### config.mk
export PLATFORM = sky130hd
export DESIGN_NAME = disp_colour_adapt_flat
export DESIGN_NICKNAME = d
export VERILOG_FILES = /design/src/rtl/disp_colour_adapt_pkg.sv /design/src/rtl/disp_colour_adapt_if.sv /design/src/rtl/disp_colour_adapt_chan.sv /design/src/rtl/disp_colour_adapt.sv /design/src/flat_wrapper.sv
export SDC_FILE = /design/constraint.sdc
export NUM_CORES = 1
export LEC_CHECK = 0
export BUFFER_PORTS_ARGS = -buffer_cell sky130_fd_sc_hd__buf_2
export CAP_MARGIN = 20
export CORE_UTILIZATION = 48
export DETAILED_ROUTE_END_ITERATION = 10
export PLACE_DENSITY = 0.8
export SKIP_CTS_REPAIR_TIMING = 1
export SLEW_MARGIN = 20
export SYNTH_ARGS = -nofsm -noshare
export SYNTH_HDL_FRONTEND = slang
export SYNTH_HIERARCHICAL = 1
export SYNTH_SLANG_ARGS = --single-unit
### constraint.sdc
create_clock -name clk_pix -period 2 [get_ports clk_pix]
set_clock_uncertainty 0.05 [all_clocks]
set_input_delay 0.6 -clock clk_pix [delete_from_list [all_inputs] [get_ports clk_pix]]
set_output_delay 0.6 -clock clk_pix [all_outputs]
set_load 0.02 [all_outputs]
### src/rtl/disp_colour_adapt_pkg.sv
// Shared definitions for the display colour adapter: mode encodings,
// the 4x4 Bayer ordered-dither table and threshold scaling.
package disp_colour_adapt_pkg;

    localparam logic [1:0] DISP_MODE_PLAIN    = 2'd0;
    localparam logic [1:0] DISP_MODE_SPATIAL  = 2'd1;
    localparam logic [1:0] DISP_MODE_TEMPORAL = 2'd2;
    localparam logic [1:0] DISP_MODE_BLANK    = 2'd3;

    // 4x4 Bayer matrix, row = y, column = x, values 0..15
    function automatic logic [3:0] bayer4(input logic [1:0] y, input logic [1:0] x);
        logic [3:0] v;
        case ({y, x})
            4'd0:  v = 4'd0;   4'd1:  v = 4'd8;   4'd2:  v = 4'd2;   4'd3:  v = 4'd10;
            4'd4:  v = 4'd12;  4'd5:  v = 4'd4;   4'd6:  v = 4'd14;  4'd7:  v = 4'd6;
            4'd8:  v = 4'd3;   4'd9:  v = 4'd11;  4'd10: v = 4'd1;   4'd11: v = 4'd9;
            4'd12: v = 4'd15;  4'd13: v = 4'd7;   4'd14: v = 4'd13;  default: v = 4'd5;
        endcase
        return v;
    endfunction

    // Stretch a 4-bit threshold to span the d bits being discarded
    function automatic int thr_scale(input logic [3:0] t, input int d);
        if (d <= 0)
            return 0;
        else if (d <= 4)
            return int'(t) >> (4 - d);
        else
            return int'(t) << (d - 4);
    endfunction

endpackage

### src/rtl/disp_colour_adapt_if.sv
// Video bus between display core, colour adapter and encoder.
// master drives the input side and observes the output; slave is the adapter.
interface disp_colour_adapt_if #(
    parameter int CHAN    = 3,
    parameter int BPC_IN  = 5,
    parameter int BPC_OUT = 8
);
    logic                      in_hsync;
    logic                      in_vsync;
    logic                      in_de;
    logic [CHAN*BPC_IN-1:0]    in_colr;
    logic                      out_hsync;
    logic                      out_vsync;
    logic                      out_de;
    logic [CHAN*BPC_OUT-1:0]   out_colr;

    modport master (
        output in_hsync, in_vsync, in_de, in_colr,
        input  out_hsync, out_vsync, out_de, out_colr
    );

    modport slave (
        input  in_hsync, in_vsync, in_de, in_colr,
        output out_hsync, out_vsync, out_de, out_colr
    );
endinterface

### src/rtl/disp_colour_adapt_chan.sv
// One colour channel: threshold add (stage 1), then saturate / width
// select / blank (stage 2). Widening replicates the input MSB-first.
module disp_colour_chan
    import disp_colour_adapt_pkg::*;
#(
    parameter int BPC_IN  = 5,
    parameter int BPC_OUT = 8
) (
    input  logic               clk_pix,
    input  logic               rst_pix_n,
    input  logic [BPC_IN-1:0]  i_colr,
    input  logic [BPC_IN:0]    i_thr,    // already zero when not dithering
    input  logic               i_kill,   // stage-1 aligned: DE low or blank mode
    output logic [BPC_OUT-1:0] o_colr
);
    logic [BPC_IN:0]    w_sum;
    logic [BPC_IN:0]    r_sum;
    logic [BPC_OUT-1:0] w_sel;
    logic [BPC_OUT-1:0] r_out;

    // extra top bit catches the carry so bright pixels saturate instead of wrapping
    assign w_sum = {1'b0, i_colr} + i_thr;

    // stage 1: register the dithered sum
    always_ff @(posedge clk_pix or negedge rst_pix_n) begin
        if (!rst_pix_n) r_sum <= '0;
        else            r_sum <= w_sum;
    end

    generate
        if (BPC_OUT < BPC_IN) begin : g_narrow
            logic w_unused_lo;
            assign w_sel       = r_sum[BPC_IN] ? '1 : r_sum[BPC_IN-1 -: BPC_OUT];
            assign w_unused_lo = ^r_sum[BPC_IN-BPC_OUT-1:0];
        end else begin : g_wide
            // equal widths fall out as REP=1, a straight passthrough
            localparam int REP = (BPC_OUT + BPC_IN - 1) / BPC_IN;
            logic [REP*BPC_IN-1:0] w_rep;
            logic                  w_unused_wd;
            assign w_rep       = {REP{r_sum[BPC_IN-1:0]}};
            assign w_sel       = w_rep[REP*BPC_IN-1 -: BPC_OUT];
            assign w_unused_wd = r_sum[BPC_IN] ^ (^w_rep);
        end
    endgenerate

    // stage 2: blank outside active video, otherwise selected colour
    always_ff @(posedge clk_pix or negedge rst_pix_n) begin
        if (!rst_pix_n) r_out <= '0;
        else            r_out <= i_kill ? '0 : w_sel;
    end

    assign o_colr = r_out;
endmodule

### src/rtl/disp_colour_adapt.sv
// Pixel output stage: colour width conversion with optional Bayer dither,
// frame-synchronous mode latch, sync/DE delay matched to the colour path.
module disp_colour_adapt
    import disp_colour_adapt_pkg::*;
#(
    parameter int   CHAN      = 3,
    parameter int   BPC_IN    = 5,
    parameter int   BPC_OUT   = 8,
    parameter int   LAT       = 2,
    parameter logic HSYNC_POL = 1'b1,
    parameter logic VSYNC_POL = 1'b1
) (
    input  logic                 clk_pix,
    input  logic                 rst_pix_n,
    input  logic [1:0]           mode,
    disp_colour_adapt_if.slave   vid
);
    localparam int D     = (BPC_IN > BPC_OUT) ? BPC_IN - BPC_OUT : 0;
    localparam int THR_W = BPC_IN + 1;
    localparam int OW    = CHAN * BPC_OUT;
    localparam int PW    = 3 + OW;
    localparam logic [PW-1:0] P_RST = {~HSYNC_POL, ~VSYNC_POL, 1'b0, {OW{1'b0}}};

    logic [1:0]       r_mode_act, r_xc, r_yc, r_fc;
    logic             r_de_prev, r_vs_prev;
    logic             w_vs_edge, w_de_fall, w_dith;
    logic [1:0]       w_bx, w_by;
    logic [THR_W-1:0] w_thr;
    logic             r_hs1, r_vs1, r_de1, r_blank1;
    logic             r_hs2, r_vs2, r_de2;
    logic             w_kill;
    logic [OW-1:0]    w_colr2;
    logic [PW-1:0]    w_st2, w_out;

    assign w_vs_edge = (vid.in_vsync == VSYNC_POL) && (r_vs_prev != VSYNC_POL);
    assign w_de_fall = r_de_prev && !vid.in_de;

    // screen position, frame phase and frame-synchronous mode latch
    always_ff @(posedge clk_pix or negedge rst_pix_n) begin
        if (!rst_pix_n) begin
            r_mode_act <= DISP_MODE_PLAIN;
            r_xc       <= '0;
            r_yc       <= '0;
            r_fc       <= '0;
            r_de_prev  <= 1'b0;
            r_vs_prev  <= ~VSYNC_POL;
        end else begin
            r_de_prev <= vid.in_de;
            r_vs_prev <= vid.in_vsync;
            r_xc      <= vid.in_de ? r_xc + 2'd1 : 2'd0;
            if (w_vs_edge) begin
                // clearing yc takes priority over a coincident DE fall
                r_yc       <= '0;
                r_fc       <= r_fc + 2'd1;
                r_mode_act <= mode;
            end else if (w_de_fall) begin
                r_yc <= r_yc + 2'd1;
            end
        end
    end

    // temporal mode walks the 2x2 neighbourhood over four frames
    assign w_bx   = (r_mode_act == DISP_MODE_TEMPORAL) ? (r_xc ^ {1'b0, r_fc[0]}) : r_xc;
    assign w_by   = (r_mode_act == DISP_MODE_TEMPORAL) ? (r_yc ^ {1'b0, r_fc[1]}) : r_yc;
    assign w_dith = (D > 0) && ((r_mode_act == DISP_MODE_SPATIAL) ||
                                (r_mode_act == DISP_MODE_TEMPORAL));
    assign w_thr  = w_dith ? THR_W'(thr_scale(bayer4(w_by, w_bx), D)) : '0;

    // stage 1/2 sync, DE and blank delay alongside the colour channels
    always_ff @(posedge clk_pix or negedge rst_pix_n) begin
        if (!rst_pix_n) begin
            r_hs1    <= ~HSYNC_POL;
            r_vs1    <= ~VSYNC_POL;
            r_de1    <= 1'b0;
            r_blank1 <= 1'b0;
            r_hs2    <= ~HSYNC_POL;
            r_vs2    <= ~VSYNC_POL;
            r_de2    <= 1'b0;
        end else begin
            r_hs1    <= vid.in_hsync;
            r_vs1    <= vid.in_vsync;
            r_de1    <= vid.in_de;
            r_blank1 <= (r_mode_act == DISP_MODE_BLANK);
            r_hs2    <= r_hs1;
            r_vs2    <= r_vs1;
            r_de2    <= r_de1;
        end
    end

    assign w_kill = !r_de1 || r_blank1;

    generate
        for (genvar c = 0; c < CHAN; c++) begin : g_chan
            disp_colour_chan #(
                .BPC_IN  (BPC_IN),
                .BPC_OUT (BPC_OUT)
            ) u_chan (
                .clk_pix   (clk_pix),
                .rst_pix_n (rst_pix_n),
                .i_colr    (vid.in_colr[c*BPC_IN +: BPC_IN]),
                .i_thr     (w_thr),
                .i_kill    (w_kill),
                .o_colr    (w_colr2[c*BPC_OUT +: BPC_OUT])
            );
        end
    endgenerate

    assign w_st2 = {r_hs2, r_vs2, r_de2, w_colr2};

    generate
        if (LAT > 2) begin : g_dly
            logic [PW-1:0] r_dly [LAT-2];
            // plain delay stages to reach the requested latency
            always_ff @(posedge clk_pix or negedge rst_pix_n) begin
                if (!rst_pix_n) begin
                    for (int i = 0; i < LAT-2; i++) r_dly[i] <= P_RST;
                end else begin
                    r_dly[0] <= w_st2;
                    for (int i = 1; i < LAT-2; i++) r_dly[i] <= r_dly[i-1];
                end
            end
            assign w_out = r_dly[LAT-3];
        end else begin : g_nodly
            assign w_out = w_st2;
        end
    endgenerate

    assign vid.out_hsync = w_out[PW-1];
    assign vid.out_vsync = w_out[PW-2];
    assign vid.out_de    = w_out[PW-3];
    assign vid.out_colr  = w_out[OW-1:0];
endmodule

### src/flat_wrapper.sv
// flat-port wrapper written by rule: the top's interface ports become plain ports
module disp_colour_adapt_flat import disp_colour_adapt_pkg::*;
#(
    parameter int   CHAN      = 3,
    parameter int   BPC_IN    = 5,
    parameter int   BPC_OUT   = 8,
    parameter int   LAT       = 2,
    parameter logic HSYNC_POL = 1'b1,
    parameter logic VSYNC_POL = 1'b1
)
  (clk_pix, rst_pix_n, mode, vid_in_hsync, vid_in_vsync, vid_in_de, vid_in_colr, vid_out_hsync, vid_out_vsync, vid_out_de, vid_out_colr);
  disp_colour_adapt_if #(.CHAN(CHAN), .BPC_IN(BPC_IN), .BPC_OUT(BPC_OUT)) vid_i ();
  input  logic clk_pix;
  input  logic rst_pix_n;
  input  logic [1:0] mode;
  input wire logic [$bits(vid_i.in_hsync)-1:0] vid_in_hsync;
  input wire logic [$bits(vid_i.in_vsync)-1:0] vid_in_vsync;
  input wire logic [$bits(vid_i.in_de)-1:0] vid_in_de;
  input wire logic [$bits(vid_i.in_colr)-1:0] vid_in_colr;
  output wire logic [$bits(vid_i.out_hsync)-1:0] vid_out_hsync;
  output wire logic [$bits(vid_i.out_vsync)-1:0] vid_out_vsync;
  output wire logic [$bits(vid_i.out_de)-1:0] vid_out_de;
  output wire logic [$bits(vid_i.out_colr)-1:0] vid_out_colr;
  assign vid_i.in_hsync = vid_in_hsync;
  assign vid_i.in_vsync = vid_in_vsync;
  assign vid_i.in_de = vid_in_de;
  assign vid_i.in_colr = vid_in_colr;
  assign vid_out_hsync = vid_i.out_hsync;
  assign vid_out_vsync = vid_i.out_vsync;
  assign vid_out_de = vid_i.out_de;
  assign vid_out_colr = vid_i.out_colr;
  disp_colour_adapt #(.CHAN(CHAN), .BPC_IN(BPC_IN), .BPC_OUT(BPC_OUT), .LAT(LAT), .HSYNC_POL(HSYNC_POL), .VSYNC_POL(VSYNC_POL)) u_core (.clk_pix(clk_pix), .rst_pix_n(rst_pix_n), .mode(mode), .vid(vid_i));
endmodule
==> results.tsv, run 1 <==
stage	metric	value	unit
layout	final_common_cell	buf_2	
sta	drv_slew	0	
setup_path	endpoint_kind	output port	
synth	yosys_register_bits	39	
global_routing	grt_util_met2	28.9	%
power_and_ir_drop	p_leak	0.00109	µW
synth	synth.area.top_cells	dfrtp_1, ha_1, xnor2_1	
synth	ys_warn_count	6	
floorplanning	fp.coreArea	3340	µm²
sta	setup_tns	0	ps
clock_network	clock_latency	340	ps
synth	syn_avg_cell_area	13.3	µm²
setup_path	cp.arrival	890	ps
sta	max_slew.worst_pin.slew	564	ps
clock_network	cts_buffers	5	
setup_path	cp-start-kind	flop	
power_and_ir_drop	power_density	928	nW/µm²
setup_path	path_buf_inv	1	
floorplanning	die_y	61.1	µm
global_routing	grt_pass1_wl	3930	µm
global_routing	antenna_found_initial	0	
global_routing	grt_overflow	0	
sta	grt_setup_unrepaired	no	
clock_network	clock-sinks	39	
detailed_routing	vias	1025	
sta	max_freq	0.649	GHz
layout	drive_above_1_share	34.0	%
placed_design	io_buffer_count	48	
detailed_routing	firstDrtPassIters	4	
synth	seq_area_frac_synth	58.3	%
global_routing	grt_busiest_layer	met2	
detailed_routing	drtIter0Drc	23	
clock_network	cts_tree	built	
global_routing	grtUsageMet3	7.56	%
setup_path	critPathRequiredTime	1350	ps
layout	final_util	62.2	%
global_routing	grt_max_degree	23	
layout	n_antenna_cell	0	
clock_network	cts_root_buffer	clkbuf_4	
clock_network	cts_max_path_buffers	2	
detailed_routing	avgRoutedWirePerCell	10.7	µm
sta	setup_viol	0	
layout	mostFrequentLayoutCells	buf_2, dfrtp_1, conb_1	
layout	finalNetCount	227	
placed_design	routabilityCongestion	0.784	
floorplanning	start_util	50.2	%
setup_path	worstPathCellList	buf_2	
sta	fin_crit_sh	77.0	%
setup_path	cp_slowest_stage_delay	390	ps
sta	relSlewSlack	62.4	%
setup_path	critical_path_class	flop to output port	
floorplanning	io_pins	49	
setup_path	reg2reg_slack	890	ps
synth	synth_top_area_cell	dfrtp_1	
synth	netlist_instances	126	
power_and_ir_drop	vdd_drop_max	0.446	mV
layout	syn_to_final_growth	24.1	%
sta	period_needed	1540	ps
setup_path	crit_slowest_cell	dfrtp_1	
job	max_cap_viol_count	0	
global_routing	grt_pass1_vias	954	
synth	netlist_area	1670	µm²
detailed_routing	wl	2530	µm
global_routing	grtUsageTotal	15.7	%
detailed_routing	routed_via_density	4.32	
floorplanning	die_w	61.1	µm
setup_path	path_delay_family	flip-flops	
detailed_routing	ant_nets	0	
clock_network	cts.clk_slew.worst_paths	110	ps
run_status	status	finished clean	
detailed_routing	route.detailed.drc	0	
floorplanning	die_area	3730	µm²
synth	synth_top_cell_area_share	58.3	%
sta	final_hold_viol_count	0	
floorplanning	rows	21	
global_routing	met1_usage	14.9	%
setup_path	path_max_fanout	2	
placed_design	dp_hpwl	2030	µm
min_path	hp-class	primary input to async pin	
clock_network	h-tree-depth	2	
synth	synth_cell_types	15	
-- final timing paths --
check / cells after the start / from / end
max: 1 / u_core/g_chan[2].u_chan/o_colr[6] / vid_out_colr[17]
min: 1 / rst_pix_n / u_core/g_chan[0].u_chan/o_colr[5]
max reg2reg: 2 / u_core/r_blank1 / u_core/g_chan[0].u_chan/o_colr[3]
min reg2reg: 0 / u_core/r_hs1 / u_core/vid.out_hsync
max in group asynchronous: 2 / rst_pix_n / u_core/r_de1
min in group clk_pix: 1 / vid_in_hsync / u_core/r_hs1
-- synthesized netlist by cell type --
cell type  count
dfrtp_1       39
mux2_4         2
nor2b_4        1
a21oi_2        6
buf_4          9
xnor2_1       12
a21o_1         3
nor2b_1       15
nor2_1         6
fa_1           3
inv_1         12
nand2b_1       4
and2_1         1
conb_1         1
ha_1          12
-- per-stage QoR --
step / cells / cell area, µm² / hold WS [ps] / power [µW] / setup WS [ps]
finish: 237 / 2080 / 140 / 1930 / 459
global route: 237 / 2080 / 160 / 2040 / 397
CTS: 237 / 2080 / 152 / 1940 / 437
detailed placement: 229 / 1980 / 299 / 1310 / 602
global placement: 229 / 1980 / 292 / 1290 / 636
floorplan: 143 / 1740 / 254 / 1210 / 737
-- report_power, final --
| part | switching (µW) | internal, µW | leakage (µW) |
|---|---|---|---|
| Clock | 246 | 390 | 0.0000525 |
| Combinational | 216 | 159 | 0.000556 |
| Sequential | 28.4 | 889 | 0.000478 |
-- sequential cells by signal, summed over array words and instances (netlist names) --
name	flops
u_core/r_vs_prev	1
u_core/r_mode_act	2
u_core/vid.out_de	1
u_core/vid.out_vsync	1
u_core/r_hs1	1
u_core/r_blank1	1
u_core/r_de1	1
u_core/g_chan.u_chan/o_colr	15
u_core/vid.out_hsync	1
u_core/g_chan.u_chan/r_sum	15
-- cell type report --
class | instances | area, µm²
repair buffers | 49 | 248
flip-flops and latches | 39 | 976
clock inverters | 2 | 60.1
multi-input cells | 83 | 649
well taps | 46 | 57.6
fillers | 274 | 1260
clock buffers | 6 | 41.3
inverters | 12 | 45.0
-- per-layer routing --
layer | wire [µm] | share of wire, %
met4 | 60 | 2.4
met3 | 120 | 4.7
met5 | 0 | 0
met1 | 895 | 35
met2 | 1460 | 57
-- kinds of logic (layout without fill, tap and decap cells) --
kind of cell,after synthesis,in the layout,synth area share (%)
simple gates,27,27,9.64
xor+xnor,12,12,6.28
fa+ha+maj,15,15,12.6
mux,2,2,1.79
flops,39,39,58.3
other cells,1,18,0.224
buf+inv,21,69,6.73
compound gates,9,9,4.48
(Power assumes the default switching activity.)
==> inputs of run 2 (changes only) <==
Clock period 2 ns to 1.5 ns, I/O delays scaled along.
==> run 2 against run 1 <==
- routed wire length rose by 2.6%
- utilization fell by 0.67 points
- global-route usage rose by 0.98 points
- sequential share of layout area rose by 0.52 points
- clock power fell by 16%
- combinational power rose by 35%
- count of clock-buffer cells in the layout did not move
- sequential power rose by 33%
- register-to-register slack got worse by 530 ps
- die area did not move
- non-clock buffer count rose by 1
- hold slack improved by 24 ps
- critical endpoint is now vid_out_colr[21]
- largest cell class unchanged
- largest power group unchanged
==> results.tsv, run 2 (synthesis results as in run 1) <==
stage	metric	value	unit	change
placed_design	io_buffer_count	48		unchanged
layout	fillers	295		was 274
job	max_cap_viol_count	0		unchanged
setup_path	worstPathCellList	buf_2		unchanged
clock_network	cts_tree	built		unchanged
setup_path	endpoint_kind	output port		unchanged
setup_path	crit_slowest_cell	dfrtp_1		unchanged
floorplanning	die_w	61.1	µm	unchanged
layout	drive_above_1_share	34.0	%	unchanged
detailed_routing	route.detailed.drc	0		unchanged
global_routing	grtUsageTotal	16.6	%	was 15.7%
clock_network	clock-sinks	39		unchanged
global_routing	grt_pass1_wl	4180	µm	was 3930 µm
placed_design	placed_cell_area	1990	µm²	was 1980 µm²
sta	max_slew.worst_pin.slew	591	ps	was 564 ps
power_and_ir_drop	vdd_drop_max	0.546	mV	was 0.446 mV
floorplanning	io_pins	49		unchanged
sta	period_needed	1390	ps	
layout	mostFrequentLayoutCells	buf_2, dfrtp_1, conb_1		unchanged
detailed_routing	vias	1024		was 1025
detailed_routing	firstDrtPassIters	2		was 4
sta	relSlewSlack	60.6	%	was 62.4%
clock_network	clock_latency	340	ps	about the same
setup_path	critical_path_class	flop to output port		unchanged
sta	fin_crit_sh	92.6	%	
global_routing	antenna_found_initial	0		unchanged
detailed_routing	ant_nets	0		unchanged
sta	setup_tns	0	ps	unchanged
clock_network	cts_max_path_buffers	2		unchanged
global_routing	grt_max_degree	24		was 23
detailed_routing	wl	2600	µm	was 2530 µm
power_and_ir_drop	clkPwrFrac	23.6	%	was 33.0%
clock_network	cts.clk_slew.worst_paths	110	ps	about the same
sta	final_hold_viol_count	0		unchanged
setup_path	cp_slowest_stage_delay	390	ps	about the same
power_and_ir_drop	swShare	28.4	%	was 25.4%
clock_network	h-tree-depth	2		unchanged
sta	setup_viol	0		unchanged
power_and_ir_drop	finalPower	2260	µW	was 1930 µW
layout	final_area	2050	µm²	was 2080 µm²
floorplanning	die_y	61.1	µm	unchanged
power_and_ir_drop	p_int	1620	µW	was 1440 µW
floorplanning	fp.coreArea	3340	µm²	unchanged
min_path	hp-class	primary input to flop		was primary input to async pin
setup_path	cp.arrival	890	ps	about the same
global_routing	grt_pass1_vias	1033		was 954
floorplanning	die_area	3730	µm²	unchanged
layout	final_common_cell	buf_2		unchanged
sta	grt_setup_unrepaired	no		unchanged
power_and_ir_drop	p_leak	0.00108	µW	was 0.00109 µW
setup_path	path_max_fanout	2		unchanged
clock_network	cts_buffers	5		unchanged
detailed_routing	avgRoutedWirePerCell	11.0	µm	was 10.7 µm
setup_path	path_delay_family	flip-flops		unchanged
floorplanning	rows	21		unchanged
setup_path	cp-start-kind	flop		unchanged
setup_path	path_buf_inv	1		unchanged
sta	max_freq	0.720	GHz	
power_and_ir_drop	p_comb_share	22.4	%	was 19.4%
floorplanning	start_util	50.2	%	unchanged
placed_design	dp_hpwl	2090	µm	was 2030 µm
detailed_routing	drtIter0Drc	15		was 23
power_and_ir_drop	seq_power_share	54.0	%	was 47.6%
placed_design	routabilityCongestion	0.776		was 0.784
clock_network	cts_root_buffer	clkbuf_4		unchanged
layout	n_antenna_cell	0		unchanged
layout	finalNetCount	228		was 227
power_and_ir_drop	power_density	1100	nW/µm²	was 928 nW/µm²
run_status	status	finished clean		unchanged
power_and_ir_drop	switchingPower	642	µW	was 490 µW
sta	drv_slew	0		unchanged
detailed_routing	routed_via_density	4.32		about the same
layout	syn_to_final_growth	22.7	%	was 24.1%
global_routing	grt_overflow	0		unchanged
setup_path	critPathRequiredTime	1000	ps	was 1350 ps
==> run 2: power by group through the flow <==
stage                     Sequential [µW]  Combinational (µW)  Clock, µW
after CTS                            1220                 500        545
after floorplan                      1310                 304          0
after global placement               1240                 482          0
after detailed placement             1250                 499          0
after global routing                 1240                 565        580
final                                1220                 506        533
==> run 2: layer usage <==
layer / GRT usage [%] / vias to the layer above / routed length [µm]
met2: 30.1 / 36 / 1460
met4: 12.7 / 0 / 117
met3: 5.04 / 14 / 118
li1: - / 493 / -
met5: 0 / - / 0
met1: 15.6 / 481 / 904
==> run 2: path summary, 6_finish.rpt <==
path                                                    from                           endpoint  slack [ps]  cells after the start
hold reg to reg                                 u_core/r_hs1               u_core/vid.out_hsync         320                      0
setup reg to reg                             u_core/r_blank1  u_core/g_chan[0].u_chan/o_colr[3]         360                      2
max in group asynchronous                          rst_pix_n                       u_core/r_de1         430                      3
setup / recovery           u_core/g_chan[2].u_chan/o_colr[5]                   vid_out_colr[21]         110                      1
min in group asynchronous                          rst_pix_n   u_core/g_chan[0].u_chan/r_sum[2]         510                      2
hold / removal                                  vid_in_hsync                       u_core/r_hs1         160                      1
==> run 2: cell type report <==
cell class | count | area, µm² | area share [%]
flip-flops and latches | 39 | 976 | 47.5
inverters | 12 | 45.0 | 2.19
clock buffers | 6 | 51.3 | 2.50
well taps | 46 | 57.6 | 2.80
multi-input cells | 83 | 649 | 31.6
clock inverters | 1 | 5.00 | 0.244
repair buffers | 50 | 270 | 13.2
==> run 2: per-stage QoR <==
stage	hold slack (ps)	util, %	setup WS [ps]	instances
2_1_floorplan	104	-	387	143
3_3_place_gp	291	59.6	286	229
3_5_place_dp	298	59.6	258	229
4_1_cts	-16.5	61.3	94.8	236
5_1_grt	155	61.6	59.3	237
6_report	164	61.6	111	237
